[src/rtl/cpu_pkg.sv]
// Shared definitions for the instruction fetch/sequence controller:
// word width, opcodes, PC source encodings, sequencer states and instruction classes.
package cpu_pkg;

  localparam int WORD_W = 24;
  localparam int OPC_W  = 6;

  localparam logic [OPC_W-1:0] OP_JMP  = 6'h02;
  localparam logic [OPC_W-1:0] OP_BEQ  = 6'h04;
  localparam logic [OPC_W-1:0] OP_BNE  = 6'h05;
  localparam logic [OPC_W-1:0] OP_HALT = 6'h3F;

  typedef enum logic [1:0] {
    PC_SEQ = 2'b00,
    PC_BR  = 2'b01,
    PC_JMP = 2'b10
  } pc_sel_t;

  typedef enum logic [2:0] {
    IDLE, FETCH, RETRY, DECODE, EXEC, WB, HALT
  } state_t;

  typedef enum logic [2:0] {
    C_ALU, C_JMP, C_BEQ, C_BNE, C_HALT
  } op_class_t;

  // Anything that is not a control-flow or halt opcode executes on the ALU.
  function automatic op_class_t classify(input logic [OPC_W-1:0] opc);
    case (opc)
      OP_JMP:  return C_JMP;
      OP_BEQ:  return C_BEQ;
      OP_BNE:  return C_BNE;
      OP_HALT: return C_HALT;
      default: return C_ALU;
    endcase
  endfunction

endpackage

[src/rtl/fetch_ctrl_if.sv]
// Instruction memory fetch bus: the controller issues mem_req, memory returns mem_rdy/mem_data.
interface fetch_ctrl_if;
  import cpu_pkg::*;

  logic              mem_req;
  logic              mem_rdy;
  logic [WORD_W-1:0] mem_data;

  modport master (output mem_req, input  mem_rdy, input  mem_data);
  modport slave  (input  mem_req, output mem_rdy, output mem_data);
endinterface

[src/rtl/fetch_timer.sv]
// Counts FETCH cycles spent waiting on memory; expired flags the last cycle before a re-issue.
module fetch_timer #(
  parameter int TIMEOUT = 15
) (
  input  logic clk,
  input  logic rst,
  input  logic clear,
  input  logic en,
  output logic expired
);

  localparam logic [7:0] LAST = 8'(TIMEOUT - 1);

  logic [7:0] count;

  // NOTE: sequential state is updated with non-blocking assignments only, so every
  // flop samples the pre-edge values regardless of block evaluation order.
  always_ff @(posedge clk or posedge rst) begin
    if (rst)        count <= '0;
    else if (clear) count <= '0;
    else if (en)    count <= count + 8'd1;
  end

  assign expired = (count == LAST);

endmodule

[src/rtl/fetch_ctrl.sv]
// Instruction sequencer: FETCH/DECODE/EXEC/WB with fetch timeout retry, stall freeze and HALT.
module fetch_ctrl
  import cpu_pkg::*;
#(
  parameter int TIMEOUT = 15
) (
  input  logic               clk,
  input  logic               rst,
  fetch_ctrl_if.master       mem,
  input  logic               zero_flag,
  input  logic               stall,
  output logic [WORD_W-1:0]  ir,
  output logic [1:0]         pc_sel,
  output logic               pc_en,
  output logic               alu_en,
  output logic               rf_we,
  output logic               halted,
  output logic               fetch_err,
  output logic [15:0]        retired
);

  state_t    state, state_nx;
  op_class_t cls;
  pc_sel_t   pc_sel_q, pc_sel_wb;
  logic      taken;
  logic      accept, expired, tmr_clear, tmr_en;

  assign cls    = classify(ir[WORD_W-1 -: OPC_W]);
  assign accept = (state == FETCH) && mem.mem_rdy && !stall;

  // The counter only advances while waiting; it stops at its last value so the
  // RETRY cycle sees a clean clear.
  assign tmr_clear = !stall && (accept || (state == RETRY));
  assign tmr_en    = (state == FETCH) && !stall && !mem.mem_rdy && !expired;

  fetch_timer #(.TIMEOUT(TIMEOUT)) u_timer (
    .clk     (clk),
    .rst     (rst),
    .clear   (tmr_clear),
    .en      (tmr_en),
    .expired (expired)
  );

  always_ff @(posedge clk or posedge rst) begin
    if (rst) state <= IDLE;
    else     state <= state_nx;
  end

  // NOTE: every signal written in always_comb gets a default first, so no path
  // leaves it unassigned and no latch is inferred.
  always_comb begin
    state_nx = state;
    if (!stall) begin
      case (state)
        IDLE:    state_nx = FETCH;
        FETCH:   if (mem.mem_rdy)  state_nx = DECODE;
                 else if (expired) state_nx = RETRY;
        RETRY:   state_nx = FETCH;
        DECODE:  state_nx = (cls == C_HALT) ? HALT : EXEC;
        EXEC:    state_nx = WB;
        WB:      state_nx = FETCH;
        HALT:    state_nx = HALT;
        default: state_nx = IDLE;
      endcase
    end
  end

  always_comb begin
    pc_sel_wb = PC_SEQ;
    if (cls == C_JMP) pc_sel_wb = PC_JMP;
    else if (taken)   pc_sel_wb = PC_BR;
  end

  always_ff @(posedge clk or posedge rst) begin
    if (rst) begin
      ir       <= '0;
      taken    <= 1'b0;
      pc_sel_q <= PC_SEQ;
      retired  <= '0;
    end else begin
      if (accept) ir <= mem.mem_data;
      if (!stall) begin
        if (state == EXEC)
          taken <= ((cls == C_BEQ) && zero_flag) || ((cls == C_BNE) && !zero_flag);
        if (state == WB) begin
          pc_sel_q <= pc_sel_wb;
          retired  <= retired + 16'd1;
        end
      end
    end
  end

  // Moore decode of state; a stall suppresses the strobes but leaves mem_req alone.
  assign mem.mem_req = (state == FETCH);
  assign halted      = (state == HALT);
  assign fetch_err   = (state == RETRY) && !stall;
  assign alu_en      = (state == EXEC) && (cls == C_ALU) && !stall;
  assign pc_en       = (state == WB) && !stall;
  assign rf_we       = pc_en && (cls == C_ALU);
  assign pc_sel      = (state == WB) ? pc_sel_wb : pc_sel_q;

endmodule

[src/flat_wrapper.sv]
// flat-port wrapper written by rule: the top's interface ports become plain ports
module fetch_ctrl_flat import cpu_pkg::*;
#(
  parameter int TIMEOUT = 15
)
  (clk, rst, zero_flag, stall, ir, pc_sel, pc_en, alu_en, rf_we, halted, fetch_err, retired, mem_mem_req, mem_mem_rdy, mem_mem_data);
  fetch_ctrl_if mem_i ();
  input  logic clk;
  input  logic rst;
  input  logic zero_flag;
  input  logic stall;
  output logic [WORD_W-1:0] ir;
  output logic [1:0] pc_sel;
  output logic pc_en;
  output logic alu_en;
  output logic rf_we;
  output logic halted;
  output logic fetch_err;
  output logic [15:0] retired;
  output wire logic [$bits(mem_i.mem_req)-1:0] mem_mem_req;
  input wire logic [$bits(mem_i.mem_rdy)-1:0] mem_mem_rdy;
  input wire logic [$bits(mem_i.mem_data)-1:0] mem_mem_data;
  assign mem_mem_req = mem_i.mem_req;
  assign mem_i.mem_rdy = mem_mem_rdy;
  assign mem_i.mem_data = mem_mem_data;
  fetch_ctrl #(.TIMEOUT(TIMEOUT)) u_core (.clk(clk), .rst(rst), .mem(mem_i), .zero_flag(zero_flag), .stall(stall), .ir(ir), .pc_sel(pc_sel), .pc_en(pc_en), .alu_en(alu_en), .rf_we(rf_we), .halted(halted), .fetch_err(fetch_err), .retired(retired));
endmodule
[config.mk]
export PLATFORM = sky130hd
export DESIGN_NAME = fetch_ctrl_flat
export DESIGN_NICKNAME = d
export VERILOG_FILES = /design/src/rtl/cpu_pkg.sv /design/src/rtl/fetch_ctrl_if.sv /design/src/rtl/fetch_timer.sv /design/src/rtl/fetch_ctrl.sv /design/src/flat_wrapper.sv
export SDC_FILE = /design/constraint.sdc
export NUM_CORES = 1
export LEC_CHECK = 0
export CORE_MARGIN = 2
export CORE_UTILIZATION = 65
export CTS_CLUSTER_DIAMETER = 60
export DETAILED_ROUTE_END_ITERATION = 10
export DONT_BUFFER_PORTS = 1
export GPL_ROUTABILITY_DRIVEN = 0
export GPL_TIMING_DRIVEN = 0
export PLACE_DENSITY_LB_ADDON = 0.3
export SETUP_SLACK_MARGIN = 0.3
export SLEW_MARGIN = 20
export SYNTH_ARGS = -nofsm -noshare
export SYNTH_HDL_FRONTEND = slang
export SYNTH_SLANG_ARGS = --single-unit
[constraint.sdc]
create_clock -name clk -period 5.1 [get_ports clk]
set_input_delay 0.255 -clock clk [delete_from_list [all_inputs] [get_ports clk]]
set_output_delay 0.255 -clock clk [all_outputs]
set_load 0.01 [all_outputs]
## Word level (Yosys, flattened, before mapping)

Index checks and enable logic that the tools add are counted.

- Flip-flop bits (word level): 54
- Word-level logic and storage cells: 61
- Output and inout bits: 48
- Input port bits: 29

- $add $sub $neg: 2
- Equal/unequal tests: 16
- Reduce and logical (&&, ||, !) cells: 26
- Bitwise gates (word level): 1
- Mux-type cells: 10

Operators with widths:

| operator | count |
|---|---|
| $add A16 B1 Y16 const B | 1 |
| $mux W8 | 2 |
| $pmux W3 S5 | 1 |
| $logic_and A1 B1 Y1 | 13 |
| $eq A3 B2 Y1 const B | 4 |
| $eq A3 B3 Y1 const B | 4 |
| $eq A6 B3 Y1 const B | 2 |
| $pmux W3 S4 | 1 |
| $add A8 B1 Y8 const B | 1 |
| $eq A8 B4 Y1 const B | 1 |
| $eq A3 B1 Y1 const B | 2 |
| $eq A6 B2 Y1 const B | 1 |
| $eq A6 B6 Y1 const B | 1 |
| $logic_not A3 Y1 | 2 |
| $mux W2 | 3 |
| $mux W3 | 2 |
| $reduce_and A2 Y1 | 3 |
| $logic_not A1 Y1 | 4 |
| $ne A3 B1 Y1 const B | 1 |
| $reduce_or A3 Y1 | 1 |
| $logic_or A1 B1 Y1 | 2 |
| $reduce_bool A2 Y1 | 1 |
| $mux W1 | 1 |
| $not A1 Y1 | 1 |

## Longest topological paths before layout

- Word-level depth: 6
- Mapped depth: 7
- Gate-level depth less buffers: 6

## Hierarchy

Synthesis repeated with hierarchy kept, for this count alone.

- Cells, all modules: 213
- Area, all modules: 2,507.4 um^2

By module, submodules not included:

| module | area each (um^2) | cells each | times used | seq. area each (um^2) |
|---|---|---|---|---|
| fetch_ctrl | 2,080.7 | 171 | 1 | 1,151.1 |
| fetch_timer | 426.7 | 42 | 1 | 200.2 |

## Least setup slack after synthesis

Ideal clock, no wire load.

- Path type: flip-flop to output port
- From: register u_core.ir[21]
- To: output pc_sel[1]
- Arrival: 1.747 ns
- Path slack: 3.098 ns
- Stages on the path, launching flop included: 4
- Path buffers: 0
- Required time: 4.845 ns
- Cell sequence: dfrtp_1 -> or3_1 -> or4b_2 -> o21ai_0

- Longest elaborated chain between the ends: 5
- Elaborated cells on any way between the ends: 8
- Those cells by class: eq/ne: 5; mux: 3

Ends and longest elaborated chain:

| element | line | RTL |
|---|---|---|
| from (decl) | fetch_ctrl.sv:12 | `output logic [WORD_W-1:0] ir,` |
| from (signal assigned) | fetch_ctrl.sv:81 | `if (accept) ir <= mem.mem_data;` |
| $eq A6 B6 Y1, or another cell as far along | cpu_pkg.sv:29 | `case (opc)` |
| $pmux W3 S4 * | cpu_pkg.sv:29 |  |
| $eq A3 B1 Y1 * | fetch_ctrl.sv:70 | `if (cls == C_JMP) pc_sel_wb = PC_JMP;` |
| $mux W2 * | fetch_ctrl.sv:70 |  |
| $mux W2 * | fetch_ctrl.sv:100 | `assign pc_sel = (state == WB) ? pc_sel_wb : pc_sel_q;` |
| to (decl) | flat_wrapper.sv:13 | `output logic [1:0] pc_sel;` |

Mark *: on every way between the ends. The rest lies on a longest branch, timed or not.

## Final worst setup path

Ends and elaborated chain as after synthesis.

==> key figures <==
Clock tree
  • Total CTS buffers: 5
  • Clk root buf: clkbuf_8
  • Clock sinks: 54
  • Clk buf depth: 2
  • Reg clk slew, reported paths: 0.09 ns
  • CTS tree: yes
  • Setup bufs post-CTS: 0
  • Worst-Skew Late Latency: 0.30 ns
  • CTS resizes: 0
  • H-Tree Level Count: 2

Layout
  • Fill count: 240
  • Nets: about 270
  • ANT cells: 0
  • Final Cell Area: 0.002693 mm^2
  • Synth-to-Final Area Change: 8.032%
  • Layout cell share with drive strength beyond 1: 0.1581

Logic synthesis
  • Synth Area in XOR/XNOR: 0.07380
  • Synth warn: 0
  • Syn_nets: 256
  • Asr flop ratio synth: 1.000
  • Adder-cell share of the synthesized area: 0.01506
  • Post-synthesis mux area share: 0.1084
  • Post-synth EDFFs: 0
  • Post-synthesis compound-gate area fraction: 0.05873
  • Post-Synth Simple-Gate Area: 0.1727
  • Largest family of logic cells by synthesized area: simple AND/OR/NAND/NOR gates
  • Yosys cell types: 39
  • Flops & latches, synth: 54
  • Mapped Avg Cell Area: 11.13 um^2
  • Mapped Cells: 224
  • Mapped Area: 0.002492 mm^2
  • Sequential share of the synthesized area: 0.5422
  • Top FF cell, synth: dfrtp_1

Route
  • Met1 WL: 1889 um
  • Via Count: 1682
  • DR WL/cell: 16.14 um
  • DRT Pass-1 Iters: 4
  • Met2 wire length: 2230 um
  • ANT nets after route: 0
  • Top Layer Used: met4
  • Total wire length: roughly 4600 um
  • Iter 0 DRT Violations: 84
  • Routed met3 length: 417 um
  • # DRC: 0
  • Vias per std cell: 5.965

GRT
  • Congestion Overflow GR: 0
  • Largest net degree at the start of global routing: 29
  • First-pass GRT wire length: between 7000 and 8000 um
  • Vias in the first global route: roughly 1700
  • Antenna violations before repair: 0
  • Total track usage: 0.2283

Placed design
  • Cell Area, Placed: 0.002572 mm^2
  • IO Port Bufs: 0
  • Dpl ws: 2.938 ns
  • DP Wirelength: between 3000 and 4000 um

Timing
  • Worst rel slew slack: 0.5437
  • F_max: ~0.4 GHz
  • Hold slack: 0.1000 ns
  • Final worst slack: 2.610 ns
  • Clock Skews: 0.004748 ns
  • Unrepaired setup endpoints after global routing: false
  • Final setup TNS: 0 ns
  • Final Setup Violations: 0
  • Crit share post-route: 0.4883
  • Post-layout minimum cycle time: 2.490 ns
  • Least-Margin Pin Slew: ~0.68 ns
  • Final Max Slew Viols: 0
  • Final Hold Viols: 0

Setup path
  • CP bufs+invs: 0
  • CP Capture Type: output port
  • Req. time, crit path: 4.85 ns
  • Crit-path slowest cell: or4b_2
  • Timing startpoint of the critical path: u_core.ir[21]
  • Arrival time at the worst endpoint: 2.24 ns
  • Levels on crit path: 3
  • Max FO, Critical Path: 4
  • FF-to-FF Start: u_core.state[2]
  • Worst path cell trace: or3_1 -> or4b_2 -> o21ai_0
  • Cell depth of the worst flop-to-flop path: 7
  • Largest stage delay, worst path: 0.67 ns
  • Top delay family on crit path: simple AND/OR/NAND/NOR gates
  • Setup CP Type: reg2out
  • Startpoint types: flip-flop

Die
  • Die width: 65.92 um
  • Die area: 0.004345 mm^2
  • Initial Util: 0.6808
  • Std cell rows: 22
  • I/O pin count: 77
  • Die Ht: between 60 and 70 um
  • Core area: 0.003661 mm^2

Hold path
  • Hold path start: mem_mem_data[18]
  • Worst hold path cell count: 1
  • Hold Path Class: in2reg

Power
  • P_leak: 1.161 nW
  • Worst VDD drop: between 0.3 and 0.4 mV
  • Tot Pwr: 1.326 mW
  • Pwr dens: 492.6 mW/mm^2

Job
  • Max-capacitance violation count: 0

Status
  • Outcome: finished, final reports clean
flip-flops by register name, summed over array words and instances, names as in the netlist:
signal,cells
u_core.ir,24
u_core.pc_sel_q,2
u_core.retired,16
u_core.state,3
u_core.taken,1
u_core.u_timer.count,8
per-stage QoR:
| step | utilization | cells |
|---|---|---|
| CTS | 0.7355 | 282 |
| finish | 0.7355 | 282 |
| global route | 0.7355 | 282 |
| floorplan | - | 224 |
| global placement | 0.6972 | 272 |
| detailed placement | 0.7027 | 273 |
cells in the mapped netlist, drive strengths merged (3+ instances only):
master,n,area [um^2]
nor4,4,25.02
ha,3,37.54
a21oi,3,15.01
xnor2,12,105.1
nor3,8,40.04
xor2,9,78.83
clkbuf,6,22.52
nor2,13,48.80
dfrtp,54,1351
o21ai,10,50.05
mux2,24,270.3
or3,5,31.28
inv,9,33.78
and4,3,26.28
nand2,25,93.84
nand3,9,45.04
what timing repair did:
item                       4_1_cts  5_1_grt
hold buffers                     1        0
hold endpoints to repair        27        0
setup endpoints to repair        0        0
worst register-to-register path, delay by kind of cell (launching register included):
kind	cells	cell delay, ns
xor gates and xnor gates	1	0.19
buffers and inverters	3	0.80
DFF	1	0.35
and+or+nand+nor	3	0.78
path summary, 6_finish.rpt:
kind / to / slack [ns]
worst max-delay path: pc_sel[1] / 2.61
worst min-delay path: u_core.ir[18] / 0.10
worst max register to register: u_core.retired[13] / 2.90
worst min register to register: u_core.taken / 0.51
max in group asynchronous: u_core.state[1] / 4.08
min in group asynchronous: u_core.ir[19] / 0.48
power by group:
part,internal (mW),switching (mW)
Combinational,0.159,0.157
Clock,0.147,0.131
Sequential,0.561,0.172
Total,0.867,0.460
cell families (layout without fill, tap and decap cells):
group	count (synthesis)	in the layout
adder cells (fa/ha/maj)	3	3
AND/OR/NAND/NOR	82	82
AO/OA/AOI/OAI	23	23
flip-flops	54	54
buffers and inverters	17	27
multiplexers	24	24
XOR/XNOR	21	21
metal layers:
metal  GRT usage  vias to the layer above
li1            -                      795
met1      0.2943                      819
met2      0.3674                       66
met3     0.08007                        2
met4     0.06250                        0
met5           0                        -
placed cells by master, fill, tap and decap left out, drive strengths merged, types with 2 or more instances in the layout:
cell type,n
a211oi,2
a21boi,2
a21oi,3
and4,3
buf,3
clkbuf,12
dfrtp,54
ha,3
inv,9
mux2,24
nand2,25
nand3,9
nand4,2
nor2,13
nor3,8
nor3b,2
nor4,4
nor4b,2
o21ai,10
or3,5
or4b,2
xnor2,12
xor2,9
cell type report:
type,instances,area [um^2],share of cell area
flip-flops and latches,54,1351,0.5019
plain buffers,8,38.79,0.01441
multi-input cells,153,1069,0.3968
clock inverters,2,37.54,0.01394
repair buffers,2,30.03,0.01115
clock buffers,6,72.57,0.02695
well taps,48,60.06,0.02230
inverters,9,33.78,0.01255
Power figures use the tool's default switching activity.
